[src/rtl/game_event_gen.sv]
// game_event_gen: turns keycodes, collision hits and the frame tick into
// single-cycle enter/exit/start requests for the game state controller.
// It also owns the lives counter, the post-hit cooldown and the game-over
// hold timer.
// Optional feature: define GAME_EVT_QUIT_KEY_EN to let KEY_QUIT end a game.
//
// state    | meaning
// ---------+---------------------------------------------------------------
// TITLE    | pre_game, waiting for an Enter press
// PLAY     | in_game, counting hits and running the cooldown
// HOLD     | post_game, hold timer running, keys ignored
// READY    | post_game, hold expired, waiting for a Space press
// WAIT_ACK | request issued, waiting for game_state to equal ack_state
module game_event_gen #(
`ifdef GAME_EVT_QUIT_KEY_EN
  parameter logic [7:0]  KEY_QUIT     = 8'h29,
`endif
  parameter logic [7:0]  KEY_ENTER    = 8'h28,
  parameter logic [7:0]  KEY_START    = 8'h2C,
  parameter int unsigned LIVES        = 3,
  parameter int unsigned HIT_COOLDOWN = 60,
  parameter int unsigned POST_HOLD    = 120
) (
  input  logic       Clk,
  input  logic       Reset,
  input  logic [7:0] keycode,
  input  logic       player_hit,
  input  logic       frame_tick,
  input  logic [1:0] game_state,
  output logic       game_enter,
  output logic       game_exit,
  output logic       game_start,
  output logic [2:0] lives,
  output logic       invuln
);

  localparam logic [2:0] LIVES_INIT = 3'(LIVES);
  localparam logic [7:0] HIT_CD     = 8'(HIT_COOLDOWN);
  localparam logic [7:0] HOLD_INIT  = 8'(POST_HOLD);

  localparam logic [1:0] GS_PRE  = 2'b00;
  localparam logic [1:0] GS_IN   = 2'b01;
  localparam logic [1:0] GS_POST = 2'b10;

  typedef enum logic [2:0] {
    S_TITLE,
    S_PLAY,
    S_HOLD,
    S_READY,
    S_WAIT_ACK
  } state_t;

  state_t     state;
  state_t     ret_state;
  logic [1:0] ack_state;
  logic [7:0] cooldown;
  logic [7:0] hold_cnt;

  logic enter_q;
  logic start_q;
  logic hit_q;

  logic enter_evt;
  logic start_evt;
  logic hit_evt;
  logic hit_take;
  logic exit_req;
  logic [1:0] req_gs;
  logic resync;

  assign enter_evt = (keycode == KEY_ENTER) & ~enter_q;
  assign start_evt = (keycode == KEY_START) & ~start_q;
  assign hit_evt   = player_hit & ~hit_q;

  // A hit only counts when the cooldown (pre-tick value) has expired.
  assign hit_take  = hit_evt & (cooldown == 8'd0) & (lives != 3'd0);

`ifdef GAME_EVT_QUIT_KEY_EN
  logic quit_q;
  logic quit_evt;

  assign quit_evt = (keycode == KEY_QUIT) & ~quit_q;

  // Previous-cycle quit key match for edge detection.
  always_ff @(posedge Clk or posedge Reset) begin
    if (Reset) quit_q <= 1'b0;
    else       quit_q <= (keycode == KEY_QUIT);
  end

  assign exit_req = (hit_take & (lives == 3'd1)) | quit_evt;
`else
  assign exit_req = hit_take & (lives == 3'd1);
`endif

  assign invuln = (cooldown != 8'd0);

  // game_state value each stable state expects from the controller.
  always_comb begin
    req_gs = GS_PRE;
    case (state)
      S_PLAY:          req_gs = GS_IN;
      S_HOLD, S_READY: req_gs = GS_POST;
      default:         req_gs = GS_PRE;
    endcase
  end

  assign resync = (state != S_WAIT_ACK) && (game_state != req_gs);

  // Previous-cycle key matches and hit level for edge detection.
  always_ff @(posedge Clk or posedge Reset) begin
    if (Reset) begin
      enter_q <= 1'b0;
      start_q <= 1'b0;
      hit_q   <= 1'b0;
    end else begin
      enter_q <= (keycode == KEY_ENTER);
      start_q <= (keycode == KEY_START);
      hit_q   <= player_hit;
    end
  end

  // Main sequencer: request pulses, lives, cooldown and hold timer.
  always_ff @(posedge Clk or posedge Reset) begin
    if (Reset) begin
      state      <= S_TITLE;
      ret_state  <= S_TITLE;
      ack_state  <= GS_PRE;
      cooldown   <= 8'd0;
      hold_cnt   <= 8'd0;
      lives      <= LIVES_INIT;
      game_enter <= 1'b0;
      game_exit  <= 1'b0;
      game_start <= 1'b0;
    end else begin
      game_enter <= 1'b0;
      game_exit  <= 1'b0;
      game_start <= 1'b0;

      if (resync) begin
        // Controller disagrees with us: follow it silently.
        cooldown <= 8'd0;
        case (game_state)
          GS_IN:   state <= S_PLAY;
          GS_POST: begin
            state    <= S_HOLD;
            hold_cnt <= HOLD_INIT;
          end
          default: state <= S_TITLE;
        endcase
      end else begin
        case (state)
          S_TITLE: begin
            cooldown <= 8'd0;
            if (enter_evt) begin
              game_enter <= 1'b1;
              lives      <= LIVES_INIT;
              ack_state  <= GS_IN;
              ret_state  <= S_PLAY;
              state      <= S_WAIT_ACK;
            end
          end

          S_PLAY: begin
            if (hit_take) begin
              lives    <= lives - 3'd1;
              cooldown <= HIT_CD;
            end else if (frame_tick && (cooldown != 8'd0)) begin
              cooldown <= cooldown - 8'd1;
            end
            if (exit_req) begin
              game_exit <= 1'b1;
              cooldown  <= 8'd0;
              ack_state <= GS_POST;
              ret_state <= S_HOLD;
              state     <= S_WAIT_ACK;
            end
          end

          S_HOLD: begin
            cooldown <= 8'd0;
            if (hold_cnt == 8'd0) begin
              state <= S_READY;
            end else if (frame_tick) begin
              hold_cnt <= hold_cnt - 8'd1;
              if (hold_cnt == 8'd1) state <= S_READY;
            end
          end

          S_READY: begin
            cooldown <= 8'd0;
            if (start_evt) begin
              game_start <= 1'b1;
              ack_state  <= GS_PRE;
              ret_state  <= S_TITLE;
              state      <= S_WAIT_ACK;
            end
          end

          S_WAIT_ACK: begin
            cooldown <= 8'd0;
            if (game_state == ack_state) begin
              state <= ret_state;
              if (ret_state == S_HOLD) hold_cnt <= HOLD_INIT;
            end
          end

          default: state <= S_TITLE;
        endcase
      end
    end
  end

endmodule

[config.mk]
export PLATFORM = sky130hd
export DESIGN_NAME = game_event_gen
export DESIGN_NICKNAME = d
export VERILOG_FILES = /design/src/rtl/game_event_gen.sv
export SDC_FILE = /design/constraint.sdc
export NUM_CORES = 1
export LEC_CHECK = 0
export CAP_MARGIN = 20
export CORE_MARGIN = 1
export CORE_UTILIZATION = 57
export DETAILED_ROUTE_END_ITERATION = 7
export PLACE_DENSITY = 0.8
export RECOVER_POWER = 100
export SLEW_MARGIN = 20
export SYNTH_ARGS = -nofsm -noshare
export SYNTH_HDL_FRONTEND = slang
export SYNTH_SLANG_ARGS = --single-unit
[constraint.sdc]
create_clock -name Clk -period 2.6 [get_ports Clk]
set_input_delay 0.65 -clock Clk [delete_from_list [all_inputs] [get_ports Clk]]
set_output_delay 0.65 -clock Clk [all_outputs]
set_load 0.005 [all_outputs]
# Yosys cells after proc, flatten, opt, wreduce, memory -nomap -nowiden
# Cells that the tools add are included.
totals:
  wordCells: 115
  out_inout_bits: 7
  inputBits: 14
  register_bits: 33
op_classes:
  eq_ne: 29
  reduce_logical: 18
  add_sub_neg: 3
  muxes: 43
  n_bitwise: 10
op_table:
  columns: ["operator", "n"]
  rows:
  - ["2-to-1 mux 8 bit", 10]
  - ["2-to-1 mux 3 bit", 13]
  - ["one-hot mux 8 bit (2 select lines)", 2]
  - ["inequality test 3 bit, second input constant", 8]
  - ["equality test 8 x 6 -> 1 bit, second input constant", 2]
  - ["zero test 8 bit", 2]
  - ["subtractor 8 x 1 -> 8 bit, second input constant", 2]
  - ["one-hot mux 3 bit (5 select lines)", 1]
  - ["AND reduction 6 bit", 2]
  - ["nonzero test 3 bit", 4]
  - ["equality test 3 x 2 -> 1 bit, second input constant", 3]
  - ["2-to-1 mux 1 bit", 9]
  - ["one-hot mux 3 bit (3 select lines)", 1]
  - ["equality test 8 x 1 -> 1 bit, second input constant", 1]
  - ["inequality test 2 bit, second input constant", 4]
  - ["inequality test 4 bit, second input constant", 2]
  - ["one-hot mux 2 bit (2 select lines)", 2]
  - ["nonzero test 8 bit", 1]
  - ["bitwise AND 1 bit", 6]
  - ["equality test 3 x 1 -> 1 bit, second input constant", 2]
  - ["2-to-1 mux 2 bit", 3]
  - ["one-hot mux 2 bit (3 select lines)", 1]
  - ["one-hot mux 3 bit (2 select lines)", 1]
  - ["inequality test 5 bit, second input constant", 1]
  - ["other kinds (16)", 20]

# Longest topological paths before layout
depth:
  ltp_word: 8
  mapped_depth: 8
  ltp_nobuf: 7

# Worst setup path after synthesis
# OpenSTA, ideal clock, no wires.
synth_timing:
  path_kind: "in2reg"
  startpoint: "in keycode[4]"
  endpoint: "reg ret_state[0]"
  slack_ns: 0.247
  t_required_ns: 2.472
  stages: 5
  arrival_time_ns: 2.226
  path_buffers: 0
  setup_ns: 0.128
  cell_sequence: "or4b_4 > or4_4 > nor2_1 > o221ai_2 > mux2_1"
synth_via:
  elab_chain_cells: 4
  word_cells_on_any_way: 7
  cone_classes: "eq/ne: 4; bitwise: 2; reduce/logical: 1"
synth_lines:
  columns: ["element", "line", "text"]
  rows:
  - ["start, declared", "26", "input logic [7:0] keycode,"]
  - ["equality test 8 x 6 -> 1 bit, on equally long branches", "72, 71", null]
  - ["bitwise AND 1 bit, on equally long branches", "72, 71", null]
  - ["inequality test 2 bit (no line)", null, null]
  - ["AND reduction 5 bit (no line) (*)", null, null]
  - ["end signal, assigned", "126", "ret_state <= S_TITLE;"]
  - ["end signal, assigned", "158", "ret_state <= S_PLAY;"]
  - ["end signal, assigned", "174", "ret_state <= S_HOLD;"]
  - ["end, declared", "54", "state_t ret_state;"]
# Every way passes the cells marked *; elsewhere a longest branch is shown, timed or not.
# A chain may end at the register's enable or synchronous reset.

# Final worst setup path
layout_timing:
  startpoint: "reg cooldown[0]"
  endpoint: "out invuln"
layout_via:
  elab_chain_cells: 1
layout_lines:
  columns: ["element", "line", "text"]
  rows:
  - ["start, declared", "56", "logic [7:0] cooldown;"]
  - ["start signal, assigned", "168", "cooldown <= cooldown - 8'd1;"]
  - ["nonzero test 8 bit", "95", "assign invuln = (cooldown != 8'd0);"]
  - ["end, declared", "34", "output logic invuln"]
# No other way between the ends.

==> run summary <==
result of the run: finished, violations left
failing checks: capacitance limit, slew limit
net count of the mapped netlist: 261
synthesis-to-layout area growth: 24.7%
Worst Setup End Kind: primary output
CP arrival: 1.86 ns
post-synthesis cell type with the largest combined area: dfrtp_1
Worst-Skew Late Latency: 0.29 ns
RR Endpoint: ret_state[0]
leakage: 1.16 nW
cells along the critical path: inv_1 -> ha_1 -> nor3b_1 -> buf_4 -> nand2_1 -> clkdlybuf4s50_1
highest net fanout along the worst path: 6
Final Routed Wirelength: 5130 um
ratio of final minimum period to clock period: 96.5%
power density over the cells: 965 nW/um^2
register share of total power: 31.7%
antenna diode count: 0
Switching Fraction: 43.3%
maximum ir drop on the vdd rail: 541 uV
first-iteration detailed-routing DRC count: 231
number of antenna-violating nets in the routed design: 0
Core Util, Final: 76.6%
synthesis warning total: 0
Internal: 1.44 mW
count of placed standard cells including taps: 318
Routability Congestion: 0.940
worst min-delay path class: flip-flop to flip-flop
number of flops mapped to enable cells by yosys: 0
Final Critical Period: 2.51 ns
unrepaired setup endpoints after global routing: false
post-detailed-route wirelength per cell: 15.7 um
Final Hold Vio Count: 0
wire length of the first global-routing pass: 8350 um
buffer type at the clock tree root: clkbuf_8
share of layout cells above drive strength 1: 17.4%
post-layout instance area: 2640 sq um
CTS tree: done
number of instances in the synthesized netlist: 239
r2r setup slk: 0.22 ns
source of the worst register-to-register timing path: lives[0]
Congestion Overflow GR: 0
Initial Utilization: 61.4%
tightest slew margin relative to the limit: -5.71%
final routed DRC violation total: 0
switching power: 1.10 mW
WP buf/inv: 3
part of the power in the clock network: 15.7%
Worst path top cell family by delay: buffers and inverters
overall track demand over capacity in global routing: 26.9%
fin cells: 327
vias in the first global route: 1,828
largest net degree at the start of global routing: 31
Layout Skew: 0.00655 ns
DR vias: 1,982
Net count, final: 302
IO Count: 21
Post-synth top flop: dfrtp_1
critical path data required time: 1.95 ns
Die Footprint: 3960 sq um
number of detailed-route iterations in the first pass: 4
Port Buf Inserts: 20
clk sinks: 30
combinational share of power: 52.6%
biggest area contributors in the synthesized netlist: dfrtp_1 33%, ha_1 4.7%, a21oi_1 4.0%
clock input transition at the sequential cells of the worst setup and hold paths: 0.07 ns
ranking of synthesized cells by instance count: 28 x dfrtp_1, 19 x nor2_1, 18 x nand2_1, 17 x a21oi_1, 16 x inv_1
destination of the worst hold path: hold_cnt[7]
core area: 3440 sq um
most frequent cell after synthesis: dfrtp_1
final number of setup-violating endpoints: 0
total power: 2.54 mW
number of max-slew violations in the final report: 31
max_cap viols: 1
maximum level of the CTS H-tree: 2
deepest clock path buffer count: 2
HPWL after detailed placement: 3620 um
Worst-Margin Slew: 1.59 ns
Async S/R FF share, synth: 100%
Placed Instance Area: 2510 sq um
final setup TNS: 0 ns
crit path max-delay cell type: clkdlybuf4s50_1
CP startpoint kind: flip-flop
TritonCTS Buffers: 5
average footprint of a synthesized cell: 8.84 sq um
number of register bits inferred by synthesis: 30
share of the synthesized area in the top cell type: 33.2%
number of cells traversed by the worst hold path: 1
critical path start-end classification: flip-flop to primary output
sequential share of the synthesized area: 35.6%
antenna violations before repair: 0
Post-Synthesis Cell Area: 2110 sq um
Die Span Y: 62.9 um
beginning of the worst hold path: hold_cnt[7]
post-synthesis cell type count: 67
vias per inst: 6.06
cell count of the worst reg-to-reg path: 7
fmax: 398 MHz
largest stage delay on the critical path: 0.46 ns
Std-Cell Rows: 21
Die X: 62.9 um
flip-flops by register name, summed over array words and instances, names as in the netlist:
signal and cells:
start_q 1, game_exit 1, game_start 1, cooldown 8, hold_cnt 8, hit_q 1
lives 3, game_enter 1, state 3, ret_state 2, enter_q 1
how the worst max path moves through the flow:
stage / from / to / slack, ns / cells past startpoint
2_1_floorplan: keycode[4] / ret_state[0] / 0.25 / 5
3_3_place_gp: keycode[4] / ret_state[1] / -0.21 / 6
3_5_place_dp: keycode[4] / ret_state[1] / -0.26 / 6
4_1_cts: keycode[4] / ret_state[1] / 0.03 / 6
5_1_grt: game_state[0] / hold_cnt[4] / 0.006 / 7
6_report: cooldown[0] / invuln / 0.09 / 6
per-stage QoR:
stage,hold WS [ns],setup WS (ns)
2_1_floorplan,0.489,0.247
3_5_place_dp,0.530,-0.262
6_report,0.544,0.0902
3_3_place_gp,0.499,-0.208
4_1_cts,0.544,0.0252
5_1_grt,0.560,0.00611
layer usage:
metal / global-route usage (%) / part of all wire (%)
met5: 0 / 0
met4: 11.3 / 1.2
met3: 3.65 / 4.9
met2: 40.2 / 46
met1: 38.6 / 47
what timing repair did:
item                                    4_1_cts  5_1_grt
resized for setup                             0       11
endpoints found under the setup margin        0        3
hold buffers                                  0        0
buffers inserted                              0        1
layout by cell type (no fill, tap or decap), drive strengths merged, types with 8 or more instances in the layout:
master	synthesis	routed
nor2	19	19
ha	8	8
dfrtp	28	28
buf	4	21
inv	16	16
clkbuf	8	11
nand2	18	18
a21oi	17	17
a211oi	10	10
clkdlybuf4s50	0	10
final cells by class:
cell class	instances	area, sq um
Sequential cell	30	753
Clock inverter	2	12.5
Timing Repair Buffer	46	392
Inverter	16	60.1
Fill cell	239	807
Multi-Input combinational cell	181	1280
Clock buffer	6	82.6
Tap cell	46	57.6
cells by family after synthesis:
| group | Yosys count | synth area share (%) |
|---|---|---|
| XOR/XNOR | 3 | 1.24 |
| AO/OA/AOI/OAI | 70 | 24.3 |
| multiplexers | 5 | 2.66 |
| flip-flops | 30 | 35.6 |
| adder cells (fa/ha/maj) | 8 | 4.74 |
| AND/OR/NAND/NOR | 95 | 26.3 |
| buffers and inverters | 28 | 5.15 |
power groups by stage:
stage	combinational, mW	clock, mW	sequential, mW
after global placement	1.27	0	0.800
after CTS	1.31	0.404	0.797
final	1.34	0.400	0.806
after detailed placement	1.29	0	0.803
after floorplan	0.947	0	0.699
after global routing	1.48	0.420	0.831
No activity file was read; power rests on OpenSTA's default activity.
